### config.mk
export PLATFORM = sky130hd
export DESIGN_NAME = load_store_unit
export DESIGN_NICKNAME = d
export VERILOG_FILES = /design/src/rtl/load_store_unit.sv
export SDC_FILE = /design/constraint.sdc
export NUM_CORES = 1
export LEC_CHECK = 0
export ABC_AREA = 1
export CELL_PAD_IN_SITES_DETAIL_PLACEMENT = 1
export CELL_PAD_IN_SITES_GLOBAL_PLACEMENT = 2
export CORE_UTILIZATION = 25
export DETAILED_ROUTE_END_ITERATION = 12
export PLACE_DENSITY_LB_ADDON = 0.2
export SKIP_LAST_GASP = 1
export SYNTH_ARGS = -nofsm -noshare
export SYNTH_HDL_FRONTEND = slang
export SYNTH_SLANG_ARGS = --single-unit
### constraint.sdc
create_clock -name clk -period 4.85 [get_ports clk]
set_input_delay 0.7275 -clock clk [delete_from_list [all_inputs] [get_ports clk]]
set_output_delay 0.7275 -clock clk [all_outputs]
set_load 0.05 [all_outputs]
### src/rtl/load_store_unit.sv
// Load/store initiator between the execute stage and data memory.
// It handles one request at a time: address, strobe, then a fixed-latency wait and a one-cycle response.
module load_store_unit #(
    parameter int unsigned MEM_LATENCY = 1,  // 0..15; 0 means a combinational read
    parameter int unsigned CNT_W       = 4   // 2**CNT_W must exceed MEM_LATENCY
) (
    input  logic        clk,
    input  logic        rst,
    // Handshake: a request transfers on a rising edge where req_valid && req_ready.
    // req_ready is high only in IDLE, so the datapath holds the request until then.
    input  logic        req_valid,
    input  logic        req_is_store,
    input  logic [31:0] base_addr,
    input  logic [31:0] offset,
    input  logic [31:0] store_data,
    output logic        req_ready,
    output logic        stall,
    output logic        resp_valid,
    output logic        resp_error,
    output logic [31:0] resp_data,
    output logic [7:0]  err_count,
    output logic [31:0] mem_address,
    output logic        mem_read_enable,
    output logic        mem_write_enable,
    output logic [31:0] mem_write_data,
    input  logic [31:0] mem_data_in,
    output logic [1:0]  o_dbg_state
);

    typedef enum logic [1:0] {
        S_IDLE   = 2'd0,
        S_ACCESS = 2'd1,
        S_WAIT   = 2'd2,
        S_RESP   = 2'd3
    } state_t;

    state_t           r_state;
    state_t           w_next;
    logic             r_is_store;
    logic             r_err;
    logic [CNT_W-1:0] r_cnt;
    logic [31:0]      r_resp_data;
    logic [7:0]       r_err_count;
    logic [31:0]      r_mem_address;
    logic [31:0]      r_mem_write_data;

    logic [31:0]      w_ea;
    logic             w_misaligned;
    logic             w_accept;
    logic             w_capture;
    logic             w_zero_latency;

    // Carry out of the add is dropped, so base+offset wraps modulo 2^32.
    assign w_ea           = base_addr + offset;
    assign w_misaligned   = (w_ea[1:0] != 2'b00);
    assign w_zero_latency = (MEM_LATENCY == 0);
    assign w_accept       = (r_state == S_IDLE) && req_valid;

    // Read data is sampled at the end of ACCESS for a zero-latency memory,
    // otherwise at the end of the last WAIT cycle.
    assign w_capture = !r_is_store &&
                       (((r_state == S_ACCESS) && w_zero_latency) ||
                        ((r_state == S_WAIT) && (r_cnt == CNT_W'(1))));

    always_ff @(posedge clk or posedge rst) begin
        if (rst) begin
            r_state <= S_IDLE;
        end else begin
            r_state <= w_next;
        end
    end

    always_comb begin
        w_next           = r_state;
        req_ready        = 1'b0;
        stall            = 1'b1;
        resp_valid       = 1'b0;
        resp_error       = 1'b0;
        mem_read_enable  = 1'b0;
        mem_write_enable = 1'b0;
        case (r_state)
            S_IDLE: begin
                req_ready = 1'b1;
                stall     = 1'b0;
                if (req_valid) begin
                    w_next = w_misaligned ? S_RESP : S_ACCESS;
                end
            end
            S_ACCESS: begin
                mem_write_enable = r_is_store;
                mem_read_enable  = !r_is_store;
                if (r_is_store || w_zero_latency) begin
                    w_next = S_RESP;
                end else begin
                    w_next = S_WAIT;
                end
            end
            S_WAIT: begin
                mem_read_enable = 1'b1;
                if (r_cnt == CNT_W'(1)) begin
                    w_next = S_RESP;
                end
            end
            S_RESP: begin
                resp_valid = 1'b1;
                resp_error = r_err;
                w_next     = S_IDLE;
            end
            default: begin
                w_next = S_IDLE;
            end
        endcase
    end

    always_ff @(posedge clk or posedge rst) begin
        if (rst) begin
            r_is_store       <= 1'b0;
            r_err            <= 1'b0;
            r_err_count      <= 8'd0;
            r_mem_address    <= 32'd0;
            r_mem_write_data <= 32'd0;
        end else if (w_accept) begin
            r_err <= w_misaligned;
            if (w_misaligned) begin
                if (r_err_count != 8'hFF) begin
                    r_err_count <= r_err_count + 8'd1;
                end
            end else begin
                r_mem_address    <= w_ea;
                r_mem_write_data <= store_data;
                r_is_store       <= req_is_store;
            end
        end
    end

    always_ff @(posedge clk or posedge rst) begin
        if (rst) begin
            r_cnt <= '0;
        end else if (r_state == S_ACCESS) begin
            r_cnt <= CNT_W'(MEM_LATENCY);
        end else if (r_state == S_WAIT) begin
            r_cnt <= r_cnt - CNT_W'(1);
        end
    end

    // Only successful loads update the returned word; stores and errors leave it alone.
    always_ff @(posedge clk or posedge rst) begin
        if (rst) begin
            r_resp_data <= 32'd0;
        end else if (w_capture) begin
            r_resp_data <= mem_data_in;
        end
    end

    assign resp_data      = r_resp_data;
    assign err_count      = r_err_count;
    assign mem_address    = r_mem_address;
    assign mem_write_data = r_mem_write_data;
    assign o_dbg_state    = r_state;

    a_strobe_exclusive: assert property (@(posedge clk) disable iff (rst)
        !(mem_read_enable && mem_write_enable));
    a_resp_one_cycle: assert property (@(posedge clk) disable iff (rst)
        resp_valid |=> !resp_valid);

endmodule

==> qor.csv <==
metric;value;unit
Post-synth EDFFs;0;
CTS H-tree lvls;3;
max-slew violation count;0;
setup slack, reg-to-reg;2.54;ns
crit-path cells;inv_1, ha_1, inv_1, o22ai_1, clkdlybuf4s50_1;
Initial Util;25.3;%
WHS Path Cells;2;
cell with the most instances after synthesis;nand2_1;
Worst path max stage delay;0.85;ns
share of cells above drive strength 1;6.57;%
Worst setup SP type;flop;
Setup Fix Bufs, Post-CTS;0;
Int Pwr;0.00298;W
CP max FO;6;
CTS tree;built;
final setup fails;0;
die area;27900;um2
routed length per instance;14.7;um
DRC;0;
CTS Buffer Depth;2;
CTS Sinks;112;
register area share after synthesis;41.1;%
cts hold-fix bufs;0;
Synth cell types;38;
initial antenna violation count;0;
RSZ-0062 raised after global routing;false;
Skew-Pair Late Insertion Delay;0.36;ns
Max IR drop VDD;0.181;mV
Async S/R FF share, synth;100;%
WL final;22000;um
routability cong.;0.742;
IO Count;244;
syn nets;1081;
Worst-path clk slew;0.08;ns
Worst Setup End Kind;output pin;
vias per inst;4.25;
Clock Root Buffer;clkbuf_16;
most frequent CP cell;inv_1;
Area growth, synth to finish;45.8;%
nets@finish;1323;
Most used DFF post-synth;dfrtp_1;
WP data required;4.12;ns
Die Y;167;um
Reg2Reg Depth;8;
Synth top cells by count;nand2_1 (371), inv_1 (122), dfrtp_1 (112);
largest net degree at the start of global routing;52;
Synth top area share;41.1;%
actual slew at the worst max-slew pin;0.634;ns
final hold violation count;0;
vias in the first global route;6604;
clock skew;0.00992;ns
CP max-delay cell;clkdlybuf4s50_1;
combinational power share;59.5;%
Overflow after GRT;0;
total number of vias;6365;
core box area;26900;um2
top cells by area, synth;dfrtp_1 (41%), nand2_1 (20%), ha_1 (7.0%);
P_sw;0.00299;W
FMAX;317;MHz
Die Span X;167;um
mapped cell area;6810;um2
sequential cell fraction of total power;27.4;%
post-cts sizing count;0;
fill cell count;3268;
number of max-cap violations;0;
sw frac;50.0;%
first-pass GRT wire length;36300;um
run status;complete, no violations;
1st-iter DRT viols;254;
WS Path Type;flop to output pin;
HP Class;flop to flop;
cell count after synthesis;910;
Pwr Density;601;nW/um2
Arrival @ worst endpoint;2.43;ns
Tot Pwr;0.00597;W
Tcrit/Tclk final;65.1;%
I/O Buffers;243;
DRT antenna net count;0;
minimum clock period;3.16;ns
CTS buffer count;9;
Yosys top cell by area;dfrtp_1;
synthesis warning total;0;
# rows;60;
number of diodes;0;
leakage power;4.98;nW
Slew Limit Headroom;57.6;%
TNS Setup;0;ns
synthesis-stage register bit count;112;
DP HPWL;18100;um
Avg Inst Size Synth;7.49;um2
DRT Pass-1 Iters;4;
Overall Global Routing Usage;16.5;%
clock share of power;13.1;%
per-layer routing:
metal  GRT usage [%]  vias up  part of all wire, %
met1            22.2     2900                   48
met3            2.99       13                  4.9
met4            4.19        0                  1.2
met5               0        -                    0
met2            27.1      165                   46
li1                -     3287                    -
area by class of cell:
type	count	area, um2	share of cell area [%]
tap	341	427	4.29
clock buffer	10	239	2.41
inverter	133	502	5.05
timing repair buffer	248	2470	24.9
clock inverter	6	73.8	0.743
sequential	112	2800	28.2
multi-input combinational	648	3420	34.4
state kept, by name, indices dropped and copies added (netlist names):
signal and count:
r_is_store 1, resp_data 32, r_err 1, err_count 8
o_dbg_state 2, mem_write_data 32, mem_address 32, r_cnt 4
final timing paths:
kind,from,to
max,o_dbg_state[1],mem_read_enable
min,mem_write_data[25],mem_write_data[25]
max reg2reg,o_dbg_state[1],mem_write_data[15]
min reg2reg,mem_write_data[25],mem_write_data[25]
max in group asynchronous,rst,mem_write_data[24]
min in group asynchronous,rst,resp_data[18]
layout by cell type (no fill, tap or decap), types with 2 or more instances in the layout:
cell	n
xnor2_1	16
nor3_2	3
xor2_1	5
inv_6	2
dfrtp_1	112
nand2_2	11
clkbuf_16	9
a21oi_1	23
mux2_2	15
nor2_2	4
clkdlybuf4s50_1	243
nor3_1	2
clkinvlp_4	2
inv_1	121
nand3b_1	3
nand2_1	371
o22ai_1	3
ha_1	38
o21bai_1	4
o21ai_0	10
inv_2	10
mux2_1	17
nand3_1	47
nand4_1	5
buf_4	5
o21ai_1	7
nand3_2	6
nor2_1	49
cell families (layout without fill, tap and decap cells):
group	Yosys count	count (layout)	synth area share [%]
buf+inv	150	397	8.65
compound gates	51	51	4.13
mux	32	32	5.29
xor+xnor	21	21	2.70
fa+ha+maj	39	39	7.27
simple gates	505	505	30.8
flops	112	112	41.1
power by group through the flow:
stage,sequential (W),clock [W],combinational (W)
finish,0.00164,0.000782,0.00355
global route,0.00170,0.000856,0.00378
CTS,0.00165,0.000819,0.00360
detailed placement,0.00167,0,0.00360
global placement,0.00165,0,0.00356
floorplan,0.00304,0,0.000885
critical path, delay by kind of cell (launching register included):
family | cells | cell delay (ns)
adder cells (fa/ha/maj) | 1 | 0.39
flip-flops | 1 | 0.44
AO/OA/AOI/OAI | 1 | 0.18
buffers and inverters | 3 | 1.07
per-stage QoR:
stage | setup slack, ns | cells | hold WS, ns | cell area (um2) | utilization [%]
3_3_place_gp | 1.55 | 1482 | 0.453 | 9620 | 35.8
3_5_place_dp | 1.49 | 1482 | 0.458 | 9620 | 35.8
5_1_grt | 1.50 | 1498 | 0.491 | 9930 | 37.0
2_1_floorplan | 1.16 | 910 | 0.453 | 6810 | -
4_1_cts | 1.64 | 1498 | 0.478 | 9930 | 37.0
6_report | 1.69 | 1498 | 0.473 | 9930 | 37.0
No activity file was read; power rests on OpenSTA's default activity.
